**config.mk**
```make
export PLATFORM = sky130hd
export DESIGN_NAME = hazard_stall_ctrl_flat
export DESIGN_NICKNAME = d
export VERILOG_FILES = /design/src/rtl/hazard_stall_ctrl_if.sv /design/src/rtl/hazard_stall_ctrl.sv /design/src/flat_wrapper.sv
export SDC_FILE = /design/constraint.sdc
export NUM_CORES = 1
export LEC_CHECK = 0
export BUFFER_PORTS_ARGS = -buffer_cell sky130_fd_sc_hd__buf_2
export CORE_UTILIZATION = 40
export CTS_BUF_LIST = sky130_fd_sc_hd__clkbuf_4 sky130_fd_sc_hd__clkbuf_8
export DETAILED_ROUTE_END_ITERATION = 16
export GPL_ROUTABILITY_DRIVEN = 0
export PLACE_DENSITY = 0.76
export SETUP_SLACK_MARGIN = 0.4
export SYNTH_ARGS = -nofsm -noshare
export SYNTH_HDL_FRONTEND = slang
export SYNTH_SLANG_ARGS = --single-unit
```
**constraint.sdc**
```tcl
create_clock -name clk -period 1.1 [get_ports clk]
set_input_delay 0.055 -clock clk [delete_from_list [all_inputs] [get_ports clk]]
set_output_delay 0.055 -clock clk [all_outputs]
set_load 0.01 [all_outputs]
```
**src/rtl/hazard_stall_ctrl_if.sv**
```systemverilog
// hazard_stall_ctrl_if: decoder/ID-EX side signal bundle for the hazard stall controller
// master = pipeline/decoder side (drives hazard inputs and control bits)
// slave  = hazard_stall_ctrl (drives enables, flush, stall and registered ID/EX bundle)
interface hazard_stall_ctrl_if;
  logic [4:0] ifid_rs;
  logic [4:0] ifid_rt;
  logic       idex_memread;
  logic [4:0] idex_rt;
  logic       branch_taken;
  logic [3:0] ex_in;
  logic [2:0] m_in;
  logic [1:0] wb_in;
  logic       pc_write;
  logic       ifid_write;
  logic       ifid_flush;
  logic       stall;
  logic [3:0] ex_out;
  logic [2:0] m_out;
  logic [1:0] wb_out;
  modport master (
    output ifid_rs, ifid_rt, idex_memread, idex_rt, branch_taken, ex_in, m_in, wb_in,
    input  pc_write, ifid_write, ifid_flush, stall, ex_out, m_out, wb_out
  );
  modport slave (
    input  ifid_rs, ifid_rt, idex_memread, idex_rt, branch_taken, ex_in, m_in, wb_in,
    output pc_write, ifid_write, ifid_flush, stall, ex_out, m_out, wb_out
  );
endinterface

```
**src/rtl/hazard_stall_ctrl.sv**
```systemverilog
// hazard_stall_ctrl: load-use/branch hazard control owning the ID/EX EX/M/WB bundle
// Ports: clk, rst (sync, active-high); bus (hazard_stall_ctrl_if.slave) carries
//   hazard inputs, decoder control bits, pc/ifid enables, flush, stall and *_out bundle.
// Optional HAZARD_CTRL_STATS_EN adds CNT_W and saturating stall_cnt/flush_cnt outputs.
module hazard_stall_ctrl #(
  parameter int LU_STALL = 1
`ifdef HAZARD_CTRL_STATS_EN
  , parameter int CNT_W = 16
`endif
) (
  input  logic                    clk,
  input  logic                    rst,
  hazard_stall_ctrl_if.slave      bus
`ifdef HAZARD_CTRL_STATS_EN
  , output logic [CNT_W-1:0]      stall_cnt
  , output logic [CNT_W-1:0]      flush_cnt
`endif
);
  typedef enum logic {RUN, STALL} state_t;
  state_t     r_state;
  logic [3:0] r_cnt;
  logic [3:0] r_ex;
  logic [2:0] r_m;
  logic [1:0] r_wb;
  logic       w_hz;
  logic       w_stall;
  logic       w_adv;
  assign w_hz = bus.idex_memread && bus.idex_rt != 5'd0 &&
                (bus.idex_rt == bus.ifid_rs || bus.idex_rt == bus.ifid_rt);
  // a taken branch overrides any stall, including an in-progress multi-cycle one
  assign w_stall = !rst && !bus.branch_taken && (r_state == STALL || w_hz);
  assign w_adv   = !rst && !w_stall;
  assign bus.pc_write   = w_adv;
  assign bus.ifid_write = w_adv;
  assign bus.ifid_flush = rst || bus.branch_taken;
  assign bus.stall      = w_stall;
  assign bus.ex_out     = r_ex;
  assign bus.m_out      = r_m;
  assign bus.wb_out     = r_wb;
  always_ff @(posedge clk) begin
    if (rst || bus.branch_taken) begin
      r_state <= RUN;
      r_cnt   <= '0;
      {r_ex, r_m, r_wb} <= '0;
    end else if (r_state == STALL) begin
      {r_ex, r_m, r_wb} <= '0;
      r_cnt   <= r_cnt - 4'd1;
      r_state <= r_cnt == 4'd1 ? RUN : STALL;
    end else if (w_hz) begin
      {r_ex, r_m, r_wb} <= '0;
      // the hazard cycle itself is the first stall cycle; the counter covers the rest
      if (LU_STALL > 1) begin
        r_state <= STALL;
        r_cnt   <= 4'(LU_STALL - 1);
      end
    end else begin
      {r_ex, r_m, r_wb} <= {bus.ex_in, bus.m_in, bus.wb_in};
    end
  end
`ifdef HAZARD_CTRL_STATS_EN
  always_ff @(posedge clk) begin
    if (rst) begin
      stall_cnt <= '0;
      flush_cnt <= '0;
    end else begin
      stall_cnt <= (w_stall && ~&stall_cnt) ? stall_cnt + 1'b1 : stall_cnt;
      flush_cnt <= (bus.branch_taken && ~&flush_cnt) ? flush_cnt + 1'b1 : flush_cnt;
    end
  end
`endif
endmodule
```
**src/flat_wrapper.sv**
```systemverilog
// flat-port wrapper written by rule: the top's interface ports become plain ports
module hazard_stall_ctrl_flat 
#(
  parameter int LU_STALL = 1

)
  (clk, rst, bus_ifid_rs, bus_ifid_rt, bus_idex_memread, bus_idex_rt, bus_branch_taken, bus_ex_in, bus_m_in, bus_wb_in, bus_pc_write, bus_ifid_write, bus_ifid_flush, bus_stall, bus_ex_out, bus_m_out, bus_wb_out);
  hazard_stall_ctrl_if bus_i ();
  input  logic clk;
  input  logic rst;
  input wire logic [$bits(bus_i.ifid_rs)-1:0] bus_ifid_rs;
  input wire logic [$bits(bus_i.ifid_rt)-1:0] bus_ifid_rt;
  input wire logic [$bits(bus_i.idex_memread)-1:0] bus_idex_memread;
  input wire logic [$bits(bus_i.idex_rt)-1:0] bus_idex_rt;
  input wire logic [$bits(bus_i.branch_taken)-1:0] bus_branch_taken;
  input wire logic [$bits(bus_i.ex_in)-1:0] bus_ex_in;
  input wire logic [$bits(bus_i.m_in)-1:0] bus_m_in;
  input wire logic [$bits(bus_i.wb_in)-1:0] bus_wb_in;
  output wire logic [$bits(bus_i.pc_write)-1:0] bus_pc_write;
  output wire logic [$bits(bus_i.ifid_write)-1:0] bus_ifid_write;
  output wire logic [$bits(bus_i.ifid_flush)-1:0] bus_ifid_flush;
  output wire logic [$bits(bus_i.stall)-1:0] bus_stall;
  output wire logic [$bits(bus_i.ex_out)-1:0] bus_ex_out;
  output wire logic [$bits(bus_i.m_out)-1:0] bus_m_out;
  output wire logic [$bits(bus_i.wb_out)-1:0] bus_wb_out;
  assign bus_i.ifid_rs = bus_ifid_rs;
  assign bus_i.ifid_rt = bus_ifid_rt;
  assign bus_i.idex_memread = bus_idex_memread;
  assign bus_i.idex_rt = bus_idex_rt;
  assign bus_i.branch_taken = bus_branch_taken;
  assign bus_i.ex_in = bus_ex_in;
  assign bus_i.m_in = bus_m_in;
  assign bus_i.wb_in = bus_wb_in;
  assign bus_pc_write = bus_i.pc_write;
  assign bus_ifid_write = bus_i.ifid_write;
  assign bus_ifid_flush = bus_i.ifid_flush;
  assign bus_stall = bus_i.stall;
  assign bus_ex_out = bus_i.ex_out;
  assign bus_m_out = bus_i.m_out;
  assign bus_wb_out = bus_i.wb_out;
  hazard_stall_ctrl #(.LU_STALL(LU_STALL)) u_core (.clk(clk), .rst(rst), .bus(bus_i));
endmodule
```
Word-level counts from Yosys, hierarchy flattened:

Index checks and enable logic that the tools add are counted.

* bits in registers: 14
* bits in writable memories: 0
* memory bits (read-only): 0
* word-level logic and storage cells: 25
* input port bits: 28
* bits in latches: 0
* output and inout port bits: 13
* memories kept: 0

* bitwise operators: 1
* shift operators: 0
* reduce and logical (&&, ||, !) cells: 14
* div/mod/pow operators: 0
* $mul: 0
* eq/ne operators: 3
* muxes and demuxes: 1
* magnitude comparators: 0
* $add $sub $neg: 1

Operators with widths (count)
* $eq 5x5->1: 2
* $logic_and 1x1->1: 5
* $reduce_bool 5->1: 1
* $eq 4x1->1 const B: 1
* $sub 4x1->4 const B: 1
* $logic_not 1->1: 3
* $logic_or 1x1->1: 3
* $reduce_or 3->1: 1
* $reduce_or 2->1: 1
* $mux 1: 1
* $not 1->1: 1

Logic depth before layout (Yosys ltp):

Gate-level depths: netlist (run 1).

* depth in word-level cells: 7
* gate-level depth with buffers: 6

Worst setup path before layout (run 1):

OpenSTA, ideal clock, no wires.

* path type: input-to-output
* start: input port bus_idex_rt[0]
* end: output port bus_pc_write
* arrival time: 1240 ps
* data required time: 1045 ps
* path buffers: 2
* slack: -195 ps
* stages: 5
* cell sequence: or4_1 -> o21a_1 -> buf_6 -> a31oi_4 -> buf_4

* word-level cells in the longest chain between the ends: 7

RTL lines
* start, declared: RTL line flat_wrapper.sv:14 `input wire logic [$bits(bus_i.idex_rt)-1:0] bus_idex_rt;`
* $eq 5x5->1 or $reduce_bool 5->1 (tied branches): RTL line hazard_stall_ctrl.sv:29, hazard_stall_ctrl.sv:28
* $logic_or 1x1->1 or $logic_and 1x1->1 (tied branches): RTL line hazard_stall_ctrl.sv:29, hazard_stall_ctrl.sv:28
* $logic_and 1x1->1 (*): RTL line hazard_stall_ctrl.sv:28 `assign w_hz = bus.idex_memread && bus.idex_rt != 5'd0 &&`
* $logic_or 1x1->1 (*): RTL line hazard_stall_ctrl.sv:31 `assign w_stall = !rst && !bus.branch_taken && (r_state == STALL || w_hz);`
* $logic_and 1x1->1 (*): RTL line hazard_stall_ctrl.sv:31
* $logic_not 1->1 (*): RTL line hazard_stall_ctrl.sv:32 `assign w_adv = !rst && !w_stall;`
* $logic_and 1x1->1 (*): RTL line hazard_stall_ctrl.sv:32
* end, declared: RTL line flat_wrapper.sv:19 `output wire logic [$bits(bus_i.pc_write)-1:0] bus_pc_write;`

Mark *: on every way between the ends. The rest lies on a longest branch, timed or not.

Worst setup path after layout (run 1):

* start: input port bus_idex_rt[4]
* end: output port bus_pc_write

The elaborated chain is that of the path after synthesis.

==> tab_implementation.tex, run 1 <==
\begin{tabular}{lr}
\hline
Metric & Value \\
\hline
\multicolumn{2}{l}{\textbf{Timing}} \\
Share of the cycle needed by the critical path after routing & 124\% \\
Final min period & between 1 and 1.5 ns \\
Highest attainable clock frequency & approximately 730 MHz \\
Final TNS setup & -2.36 ns \\
PnR worst setup slack & -0.265 ns \\
Max-slew violation count & 0 \\
Actual slew at the worst max-slew pin & about 0.22 ns \\
Setup-violating endpoint count in the final report & 12 \\
Final Skew & around 0.0083 ns \\
Worst hold slack after final layout & slightly below 0.03 ns \\
Unrepaired setup endpoints after global routing & yes \\
Worst-case headroom to the max-slew limit & 85.3\% \\
Final count of hold timing violations & 0 \\
\multicolumn{2}{l}{\textbf{Finish}} \\
Diodes inserted & 0 \\
Number of nets in the layout & between 150 and 200 \\
Layout overhead on the synthesized area & 84.3\% \\
Most common cell after layout, fill and taps aside & sky130\_fd\_sc\_hd\_\_buf\_2 \\
Leading cell types in the layout, fill and taps excluded & 33 x sky130\_fd\_sc\_hd\_\_buf\_2, 14 x sky130\_fd\_sc\_hd\_\_buf\_6, 14 x sky130\_fd\_sc\_hd\_\_buf\_4 \\
Filler cell count & between 90 and 100 \\
Fraction of layout cells with a size suffix above 1 & between 70\% and 80\% \\
\multicolumn{2}{l}{\textbf{Drt}} \\
Number of nets with antenna violations after detailed routing & 0 \\
WL per Instance & approximately 15 µm \\
Via count normalized by instance count & roughly 5.2 \\
Via total after detailed routing & between 700 and 800 \\
Count of TritonRoute iterations in the first routing pass & 10 \\
First DRT Iteration DRCs & 7 \\
Final wirelength & between 2 and 2.5 mm \\
Residual DRC count & 2 \\
\multicolumn{2}{l}{\textbf{Setup path}} \\
Maximum fanout count along the critical path & 2 \\
Critical Path AT & $\sim$1.3 ns \\
Cells along the critical path & buf\_6, or4\_4, o21a\_4, buf\_12, a31oi\_4, buf\_2 \\
Critical path type & in -> out \\
Critical Path Start Type & input pin \\
Biggest cell delay along the critical path & $\sim$0.53 ns \\
Standard cell with the maximum stage delay on the critical path & sky130\_fd\_sc\_hd\_\_or4\_4 \\
Worst endpoint required time & approximately 1.0 ns \\
Type of destination of the critical path & primary output \\
\multicolumn{2}{l}{\textbf{Synthesis}} \\
Sequential cell area fraction in the yosys report & roughly two fifths \\
Number of warnings issued by yosys & 0 \\
Flops \& latches, synth & 14 \\
Synthesized area & around 700 µm² \\
Average instance area after synthesis & about 9.2 µm² \\
Number of distinct library cells after synthesis & 24 \\
Post-synthesis net count & between 100 and 150 \\
Synth Instances & 77 \\
\multicolumn{2}{l}{\textbf{Global routing}} \\
Number of antenna violations at the first check in global routing & 0 \\
Total routing usage reported by global routing & 21.5\% \\
Pin count of the biggest net entering global routing & 14 \\
GR Overflow Total & 0 \\
First-pass GRT wire length & 3.02 mm \\
Number of global-route vias before repair & 715 \\
\multicolumn{2}{l}{\textbf{Power and ir drop}} \\
Power per Cell Area & between 800 and 900 mW/mm² \\
Largest vdd supply drop & about 460 µV \\
P\_leak & roughly 0.00057 µW \\
\multicolumn{2}{l}{\textbf{Clock network}} \\
Number of buffers between clock root and the deepest sink & 2 \\
Clk root buf & sky130\_fd\_sc\_hd\_\_clkbuf\_4 \\
\# clock sinks & 14 \\
Number of clock buffers inserted by TritonCTS & 3 \\
Latest clock arrival within the worst-skew pair & roughly 0.28 ns \\
Clock-pin slew of the registers on the worst-case setup and hold paths & around 0.07 ns \\
CTS tree & built \\
CTS HTree Levels & 1 \\
\multicolumn{2}{l}{\textbf{Die}} \\
Total die area & 0.00195 mm² \\
Placeable core area & 0.00158 mm² \\
Initial cell density of the core & 45.1\% \\
Die Ht & around 44 µm \\
Number of placement rows & 14 \\
Die width & about 44 µm \\
IO Pins & 41 \\
\multicolumn{2}{l}{\textbf{Outcome}} \\
Result of the run & finished, violations left \\
Failing checks & design-rule violations, negative setup slack \\
\multicolumn{2}{l}{\textbf{Placed design}} \\
Post-DP HPWL & 1.26 mm \\
Port Buffer Count & 40 \\
\multicolumn{2}{l}{\textbf{Worst hold path}} \\
Kind of path behind the tightest hold check & in -> reg \\
\multicolumn{2}{l}{\textbf{Run}} \\
Count of maximum capacitance violations & 0 \\
\hline
\end{tabular}
==> stage by stage <==
step / cell area, µm² / total power, µW / setup slack, ns / utilization, % / instances
finish: 1310 / 1100 / -0.265 / 83.1 / 153
global route: 1310 / 1160 / -0.283 / 83.1 / 153
CTS: 1160 / 1040 / -0.269 / 73.5 / 144
detailed placement: 1010 / 741 / -0.307 / 64.0 / 135
global placement: 1010 / 736 / -0.272 / 64.0 / 135
floorplan: 769 / 640 / -0.141 / - / 77
==> critical path, delay by kind of cell <==
kind                   cells  cell delay (ns)
AOI/OAI and AO/OA          2             0.36
and+or+nand+nor            1             0.53
buffers and inverters      3             0.36
==> layout make-up <==
class,instances,area [µm²],area share [%]
multi-input combinational,54,504,38.5
timing repair buffer,62,448,34.2
sequential,14,295,22.5
clock buffer,3,22.5,1.72
inverter,4,20.0,1.53
tap,16,20.0,1.53
==> synthesized netlist by cell type <==
library cell               instances  area (µm²)
sky130_fd_sc_hd__a31o_2            1        8.76
sky130_fd_sc_hd__nand3b_1          9        67.6
sky130_fd_sc_hd__and2_1            1        6.26
sky130_fd_sc_hd__nand3_1           2        10.0
sky130_fd_sc_hd__clkbuf_1          2        7.51
sky130_fd_sc_hd__a21oi_1           9        45.0
sky130_fd_sc_hd__nor4b_1           1        8.76
sky130_fd_sc_hd__buf_6             1        11.3
sky130_fd_sc_hd__inv_1             4        15.0
sky130_fd_sc_hd__ha_1              2        25.0
sky130_fd_sc_hd__xnor2_1          12         105
sky130_fd_sc_hd__o21a_1            1        7.51
sky130_fd_sc_hd__buf_2             1        5.00
sky130_fd_sc_hd__nor2_1            6        22.5
sky130_fd_sc_hd__xor2_1            1        8.76
sky130_fd_sc_hd__nand2_1           3        11.3
sky130_fd_sc_hd__buf_4             1        7.51
sky130_fd_sc_hd__o22ai_1           1        6.26
sky130_fd_sc_hd__or4_1             1        7.51
sky130_fd_sc_hd__a211oi_1          1        7.51
sky130_fd_sc_hd__dfxtp_1          14         280
sky130_fd_sc_hd__a21boi_0          1        7.51
sky130_fd_sc_hd__a21o_1            1        7.51
sky130_fd_sc_hd__a31oi_4           1        21.3
==> final timing paths <==
path	to	slack, ns	depth (start not counted)	startpoint
worst max-delay path	bus_pc_write	-0.26	6	bus_idex_rt[4]
worst min-delay path	u_core.bus.m_out[2]$_SDFF_PP0_	0.03	3	bus_m_in[2]
worst max register to register	u_core.r_cnt[2]$_SDFFE_PP0P_	0.06	5	u_core.r_cnt[0]$_SDFFE_PP0P_
worst min register to register	u_core.r_cnt[1]$_SDFFE_PP0P_	0.60	2	u_core.r_cnt[1]$_SDFFE_PP0P_
==> cells by family (layout without fill, tap and decap cells) <==
kind of cell	after synthesis	count (layout)	synth area share, %
DFF	14	14	39.4
xor gates and xnor gates	13	13	16.0
adders and majority gates	2	2	3.52
buffers and inverters	9	69	6.51
AOI/OAI and AO/OA	16	16	15.7
and+or+nand+nor	23	23	18.8
==> sequential cells by signal, summed over array words and instances (netlist names) <==
name and flops:
u_core.r_cnt 4, u_core.bus.m_out 3, u_core.bus.wb_out 2, u_core.r_state 1, u_core.bus.ex_out 4
==> routing by layer <==
layer | share of wire, % | track usage, % | routed length, µm | vias to the layer above
met1 | 39 | 24.2 | 874 | 362
met4 | 3.7 | 13.9 | 83 | 0
met3 | 4.5 | 2.45 | 102 | 6
met5 | 0 | 0 | 0 | -
met2 | 53 | 37.9 | 1200 | 42
li1 | - | - | - | 383
==> power breakdown <==
part | total [µW] | internal [µW] | switching, µW
Clock | 285 | 127 | 158
Sequential | 518 | 514 | 4.40
Combinational | 301 | 171 | 131
==> what timing repair did <==
item                                    4_1_cts  5_1_grt
resized for setup                            21       20
endpoints found under the setup margin       27       27
hold buffers                                  0        0
setup buffers                                 5        9
pin swaps                                    10        5
cloned                                        1        0
Note: power is estimated with default switching activity, not from simulation.
==> run 2, diff against run 1 <==
- GPL_TIMING_DRIVEN: unset -> 0
==> run 2 against run 1 <==
The flow finishes with violations (negative setup slack). Maximum frequency fell by 1.3%. Critical path depth rose by 1. Highest routed layer unchanged. Setup slack lost 0.017 ns. Die area is the same. Routed wire length is 17% lower. Sequential share of layout area rose by 1.1 points. Critical path type unchanged. Core utilization down 4.0 points. Cell area shrank 4.9%. Via count is 5.8% lower. Clock power is 33% higher.
==> tab_implementation.tex, run 2 (synthesis results as in run 1) <==
\begin{tabular}{lr}
\hline
Metric & Value \\
\hline
\multicolumn{2}{l}{\textbf{Timing}} \\
Max-slew violation count & 0 (unchanged) \\
Share of the cycle needed by the critical path after routing & 126\% (+1.6 points) \\
Actual slew at the worst max-slew pin & 0.450 ns (+0.231 ns) \\
Worst-case headroom to the max-slew limit & 70.0\% (-15 points) \\
Setup-violating endpoint count in the final report & 12 (unchanged) \\
PnR worst setup slack & -0.282 ns (-0.0174 ns) \\
Unrepaired setup endpoints after global routing & yes \\
Highest attainable clock frequency & 724 MHz (-1.3\%) \\
Final count of hold timing violations & 0 (unchanged) \\
Final min period & 1.38 ns (+0.0174 ns) \\
Final Skew & 0.00317 ns (-0.00509 ns) \\
\multicolumn{2}{l}{\textbf{Global routing}} \\
GR Overflow Total & 0 (unchanged) \\
Number of global-route vias before repair & 703 (-1.7\%) \\
Total routing usage reported by global routing & 20.5\% (-1.0 points) \\
Pin count of the biggest net entering global routing & 11 (-3) \\
First-pass GRT wire length & 2.90 mm (-4.1\%) \\
Number of antenna violations at the first check in global routing & 0 (unchanged) \\
\multicolumn{2}{l}{\textbf{Drt}} \\
Via count normalized by instance count & 5.15 (-0.60\%) \\
First DRT Iteration DRCs & 8 (+1) \\
Count of TritonRoute iterations in the first routing pass & 5 (-5) \\
Number of nets with antenna violations after detailed routing & 0 (unchanged) \\
Residual DRC count & 0 (-2) \\
Via total after detailed routing & 747 (-5.8\%) \\
WL per Instance & 13.0 µm (-12\%) \\
Final wirelength & 1.88 mm (-17\%) \\
\multicolumn{2}{l}{\textbf{Outcome}} \\
Result of the run & finished, violations left \\
Failing checks & negative setup slack \\
\multicolumn{2}{l}{\textbf{Placed design}} \\
Setup WS pre-CTS & -0.369 ns (-0.0619 ns) \\
Post-DP HPWL & 1.25 mm (-0.87\%) \\
Port Buffer Count & 40 (unchanged) \\
\multicolumn{2}{l}{\textbf{Setup path}} \\
Type of destination of the critical path & primary output \\
Worst-case reg-to-reg path depth & 3 (-2) \\
Critical Path Start Type & input pin \\
Critical path type & in -> out \\
Worst endpoint required time & 1.04 ns (about the same) \\
R2R Path End & u\_core.r\_cnt[3]\$\_SDFFE\_PP0P\_ \\
Maximum fanout count along the critical path & 2 (unchanged) \\
Critical Path AT & 1.33 ns (+0.02 ns) \\
Setup slack of the worst register-to-register path & 0.13 ns (+0.07 ns) \\
Startpoint of the most critical register-to-register path & u\_core.r\_cnt[1]\$\_SDFFE\_PP0P\_ \\
\multicolumn{2}{l}{\textbf{Finish}} \\
Core occupancy in the finished layout & 79.0\% (-4.0 points) \\
Fraction of layout cells with a size suffix above 1 & 62.8\% (-7.3 points) \\
Layout overhead on the synthesized area & 75.4\% \\
Number of nets in the layout & 160 (-5.3\%) \\
Filler cell count & 101 (+11\%) \\
Leading cell types in the layout, fill and taps excluded & 34 x sky130\_fd\_sc\_hd\_\_buf\_2, 11 x sky130\_fd\_sc\_hd\_\_xnor2\_1, 11 x sky130\_fd\_sc\_hd\_\_buf\_6 \\
Most common cell after layout, fill and taps aside & sky130\_fd\_sc\_hd\_\_buf\_2 \\
Diodes inserted & 0 (unchanged) \\
\multicolumn{2}{l}{\textbf{Worst hold path}} \\
Kind of path behind the tightest hold check & in -> reg \\
Startpoint of the lowest-slack hold path & bus\_ex\_in[0] \\
WHS Path Cells & 3 (unchanged) \\
Hold-critical path endpoint & u\_core.bus.ex\_out[0]\$\_SDFF\_PP0\_ \\
\multicolumn{2}{l}{\textbf{Clock network}} \\
Clk root buf & sky130\_fd\_sc\_hd\_\_clkbuf\_4 \\
\# clock sinks & 14 (unchanged) \\
CTS tree & built \\
CTS HTree Levels & 1 (unchanged) \\
Number of clock buffers inserted by TritonCTS & 3 (unchanged) \\
Clock-pin slew of the registers on the worst-case setup and hold paths & 0.09 ns (+0.02 ns) \\
Number of buffers between clock root and the deepest sink & 2 (unchanged) \\
Latest clock arrival within the worst-skew pair & 0.28 ns (about the same) \\
\multicolumn{2}{l}{\textbf{Die}} \\
Die Ht & 44.2 µm (unchanged) \\
IO Pins & 41 (unchanged) \\
Placeable core area & 0.00158 mm² (unchanged) \\
Die width & 44.2 µm (unchanged) \\
Total die area & 0.00195 mm² (unchanged) \\
Number of placement rows & 14 (unchanged) \\
Initial cell density of the core & 45.1\% (unchanged) \\
\multicolumn{2}{l}{\textbf{Power and ir drop}} \\
Largest vdd supply drop & 529 µV (+15\%) \\
Power per Cell Area & 924 mW/mm² (+9.6\%) \\
P\_leak & 0.000523 µW (-7.7\%) \\
\multicolumn{2}{l}{\textbf{Run}} \\
Count of maximum capacitance violations & 0 (unchanged) \\
\hline
\end{tabular}
-- run 2: power breakdown --
| part | switching [µW] | internal (µW) | leakage, µW |
|---|---|---|---|
| combinational | 115 | 141 | 0.000384 |
| sequential | 3.56 | 514 | 0.000117 |
| clock | 177 | 202 | 0.0000210 |
-- run 2: layout make-up --
type | instances | area, µm² | share of cell area [%]
Tap cell | 16 | 20.0 | 1.61
Inverter | 4 | 17.5 | 1.41
Multi-Input combinational cell | 54 | 493 | 39.6
Buffer | 5 | 62.6 | 5.02
Clock buffer | 4 | 36.3 | 2.91
Sequential cell | 14 | 294 | 23.6
Timing Repair Buffer | 48 | 323 | 25.9
-- run 2: worst max-delay path by stage --
stage	slack, ns	endpoint	start
6_report	-0.28	bus_pc_write	bus_idex_rt[4]
5_1_grt	-0.32	bus_pc_write	bus_idex_rt[4]
4_1_cts	-0.34	bus_pc_write	bus_idex_rt[4]
3_5_place_dp	-0.37	bus_pc_write	bus_idex_rt[0]
3_3_place_gp	-0.36	bus_pc_write	bus_idex_rt[0]
2_1_floorplan	-0.14	bus_pc_write	bus_idex_rt[0]
-- run 2: metal layers --
layer / GRT usage [%] / routed length (µm) / vias to the layer above
met4: 12.7 / 62 / 0
met5: 0 / 0 / -
met2: 37.9 / 959 / 44
li1: - / - / 364
met1: 21.2 / 740 / 330
met3: 3.27 / 121 / 9
-- run 2: stage by stage --
step	setup TNS [ns]	instances	instance area (µm²)	hold slack, ns	total power (µW)
finish	-1.89	145	1250	0.00749	1150
global route	-2.44	145	1250	0.00605	1200
CTS	-1.30	144	1180	0.00782	1130
detailed placement	-2.35	133	990	0.308	730
global placement	-2.27	133	990	0.302	724
floorplan	-0.152	77	769	0.195	640
-- run 2: timing repair --
action / in CTS / in global routing
setup buffers: 5 / 1
hold buffers: 1 / 0
cloned: 1 / 0
endpoints found under the hold margin: 1 / 0
gates resized for setup: 23 / 16
pin swaps: 11 / 6
setup endpoints to repair: 26 / 27
-- run 2: critical path, cell delays in order --
cell	delay, ns
sky130_fd_sc_hd__buf_8	0.09
sky130_fd_sc_hd__or4_4	0.51
sky130_fd_sc_hd__o21a_1	0.21
sky130_fd_sc_hd__buf_6	0.13
sky130_fd_sc_hd__a31oi_4	0.13
sky130_fd_sc_hd__buf_6	0.11
sky130_fd_sc_hd__buf_6	0.08
==> run 3, diff against run 2 <==
- CORE_MARGIN: unset -> 3
==> run 3 against run 2 <==
The flow still finishes with violations (negative setup slack). Cell count rose by 4.8%. Clock power shrank 3%. Flip-flop and latch count did not move. Largest power group unchanged.
==> tab_implementation.tex, run 3 (synthesis results as in run 1) <==
\begin{tabular}{lr}
\hline
Metric & Value \\
\hline
\multicolumn{2}{l}{\textbf{Run}} \\
Count of maximum capacitance violations & 0 (unchanged) \\
\multicolumn{2}{l}{\textbf{Setup path}} \\
Critical path type & in -> out \\
Largest delay share family, worst path & simple AND/OR/NAND/NOR gates \\
Biggest cell delay along the critical path & 0.53 ns (+0.02 ns) \\
Standard cell with the maximum stage delay on the critical path & sky130\_fd\_sc\_hd\_\_or4\_4 \\
Maximum fanout count along the critical path & 3 (+1) \\
Worst endpoint required time & 1.04 ns (about the same) \\
Worst-case reg-to-reg path depth & 3 (unchanged) \\
Type of destination of the critical path & primary output \\
Cells along the critical path & buf\_8, or4\_4, o21a\_1, buf\_4, a31o\_4, buf\_6 \\
Setup slack of the worst register-to-register path & 0.14 ns (about the same) \\
R2R Path End & u\_core.r\_cnt[3]\$\_SDFFE\_PP0P\_ \\
Critical Path Start Type & input pin \\
Crit path buf inv count & 3 (-1) \\
Startpoint of the most critical register-to-register path & u\_core.r\_cnt[1]\$\_SDFFE\_PP0P\_ \\
Critical Path AT & 1.36 ns (+0.03 ns) \\
\multicolumn{2}{l}{\textbf{Outcome}} \\
Result of the run & finished, violations left \\
Failing checks & negative setup slack \\
\multicolumn{2}{l}{\textbf{Worst hold path}} \\
Startpoint of the lowest-slack hold path & bus\_m\_in[0] \\
WHS Path Cells & 3 (unchanged) \\
Hold-critical path endpoint & u\_core.bus.m\_out[0]\$\_SDFF\_PP0\_ \\
Kind of path behind the tightest hold check & in -> reg \\
\multicolumn{2}{l}{\textbf{Clock network}} \\
Number of buffers inserted by hold repair at cts & 0 (-1) \\
Number of buffers between clock root and the deepest sink & 2 (unchanged) \\
CTS HTree Levels & 1 (unchanged) \\
Latest clock arrival within the worst-skew pair & 0.28 ns (about the same) \\
\# clock sinks & 14 (unchanged) \\
CTS tree & built \\
Number of clock buffers inserted by TritonCTS & 3 (unchanged) \\
Clock-pin slew of the registers on the worst-case setup and hold paths & 0.09 ns (about the same) \\
Clk root buf & sky130\_fd\_sc\_hd\_\_clkbuf\_4 \\
\multicolumn{2}{l}{\textbf{Timing}} \\
Final count of hold timing violations & 0 (unchanged) \\
Actual slew at the worst max-slew pin & 0.445 ns (-0.00497 ns) \\
Highest attainable clock frequency & 707 MHz (-2.3\%) \\
PnR worst setup slack & -0.315 ns (-0.0331 ns) \\
Share of the cycle needed by the critical path after routing & 129\% (+3.0 points) \\
Max-slew violation count & 0 (unchanged) \\
Final min period & 1.42 ns (+0.0331 ns) \\
Setup-violating endpoint count in the final report & 7 (-5) \\
Final Skew & 0.00288 ns (-0.000280 ns) \\
Unrepaired setup endpoints after global routing & yes \\
Worst-case headroom to the max-slew limit & 70.3\% (+0.33 points) \\
\multicolumn{2}{l}{\textbf{Finish}} \\
Fraction of layout cells with a size suffix above 1 & 68.0\% (+5.2 points) \\
Diodes inserted & 0 (unchanged) \\
Sequential Area & 299 µm² (+1.7\%) \\
Core occupancy in the finished layout & 79.4\% (+0.39 points) \\
Number of nets in the layout & 159 (-0.63\%) \\
Layout overhead on the synthesized area & 78.2\% \\
Leading cell types in the layout, fill and taps excluded & 30 x sky130\_fd\_sc\_hd\_\_buf\_2, 13 x sky130\_fd\_sc\_hd\_\_buf\_6, 11 x sky130\_fd\_sc\_hd\_\_xnor2\_1 \\
Filler cell count & 102 (+0.99\%) \\
Multi-input gate area in the final layout & 498 µm² (+1.0\%) \\
Most common cell after layout, fill and taps aside & sky130\_fd\_sc\_hd\_\_buf\_2 \\
\multicolumn{2}{l}{\textbf{Global routing}} \\
Number of antenna violations at the first check in global routing & 0 (unchanged) \\
GR Layer Usage met2 & 32.8\% (-5.1 points) \\
Number of global-route vias before repair & 690 (-1.8\%) \\
Most heavily used metal layer in global routing & met2 \\
Total routing usage reported by global routing & 16.1\% (-4.3 points) \\
First-pass GRT wire length & 2.65 mm (-8.6\%) \\
Global routing met1 resource utilization & 16.0\% (-5.2 points) \\
Global-route track usage on met3 & 4.06\% (+0.79 points) \\
GR Overflow Total & 0 (unchanged) \\
Pin count of the biggest net entering global routing & 11 (unchanged) \\
\multicolumn{2}{l}{\textbf{Drt}} \\
Number of nets with antenna violations after detailed routing & 0 (unchanged) \\
Count of TritonRoute iterations in the first routing pass & 4 (-1) \\
Final wirelength & 2.04 mm (+8.2\%) \\
Via total after detailed routing & 751 (+0.54\%) \\
First DRT Iteration DRCs & 7 (-1) \\
Residual DRC count & 0 (unchanged) \\
Via count normalized by instance count & 4.94 (-4.1\%) \\
WL per Instance & 13.4 µm (+3.2\%) \\
\multicolumn{2}{l}{\textbf{Power and ir drop}} \\
Total power & 1150 µW (-0.26\%) \\
P\_leak & 0.000520 µW (-0.53\%) \\
Largest vdd supply drop & 553 µV (+4.6\%) \\
Power per Cell Area & 907 mW/mm² (-1.8\%) \\
\multicolumn{2}{l}{\textbf{Die}} \\
Initial cell density of the core & 44.6\% (-0.50 points) \\
Die width & 48.2 µm (+9.1\%) \\
Placeable core area & 0.00159 mm² (+1.1\%) \\
IO Pins & 41 (unchanged) \\
Number of placement rows & 14 (unchanged) \\
Total die area & 0.00232 mm² (+19\%) \\
Die Ht & 48.2 µm (+9.1\%) \\
\multicolumn{2}{l}{\textbf{Placed design}} \\
Port Buffer Count & 40 (unchanged) \\
Post-DP HPWL & 1.31 mm (+4.7\%) \\
\hline
\end{tabular}
-- run 3: worst max-delay path by stage --
stage | startpoint | to | slack, ns | depth (start not counted)
finish | bus_idex_rt[3] | bus_stall | -0.32 | 6
global placement | bus_idex_rt[0] | bus_pc_write | -0.36 | 7
detailed placement | bus_idex_rt[0] | bus_pc_write | -0.38 | 7
CTS | bus_idex_rt[4] | bus_pc_write | -0.35 | 7
global route | bus_idex_rt[3] | bus_pc_write | -0.34 | 7
floorplan | bus_idex_rt[0] | bus_pc_write | -0.14 | 5
-- run 3: repair_timing --
item,4_1_cts,5_1_grt
setup endpoints to repair,26,27
pin swaps,8,6
gates resized for setup,15,30
cloned,0,0
setup buffers,6,1
-- run 3: layer usage --
| metal | vias up | part of all wire, % |
|---|---|---|
| met5 | - | 0 |
| li1 | 361 | - |
| met4 | 0 | 1.5 |
| met3 | 4 | 6.5 |
| met1 | 351 | 35 |
| met2 | 35 | 57 |
-- run 3: final cells by class --
type,instances,share of cell area (%)
Timing Repair Buffer,47,26.4
Clock buffer,4,2.87
Inverter,4,1.58
Multi-Input combinational cell,54,39.3
Buffer,5,3.85
Sequential cell,14,23.6
Tap cell,24,2.37
-- run 3: power breakdown --
group	switching [µW]	internal [µW]
logic	118	142
registers	5.24	515
clock network	167	201
total	290	858
-- run 3: worst reg2reg max path: stages, from the launching register on --
cell	delay, ns
sky130_fd_sc_hd__dfxtp_4	0.37
sky130_fd_sc_hd__nor4b_4	0.27
sky130_fd_sc_hd__xnor2_1	0.15
sky130_fd_sc_hd__nor2_1	0.06
-- run 3: per-stage QoR --
stage               worst slack, ns  hold slack [ns]  cells  instance area (µm²)  TNS [ns]
finish                       -0.315           0.0274    152                 1270     -1.31
global route                 -0.337           0.0317    152                 1270     -1.55
CTS                          -0.347           0.0177    151                 1150     -1.42
detailed placement           -0.380            0.308    141                 1000     -2.44
global placement             -0.359            0.302    141                 1000     -2.20
floorplan                    -0.141            0.195     77                  769    -0.152
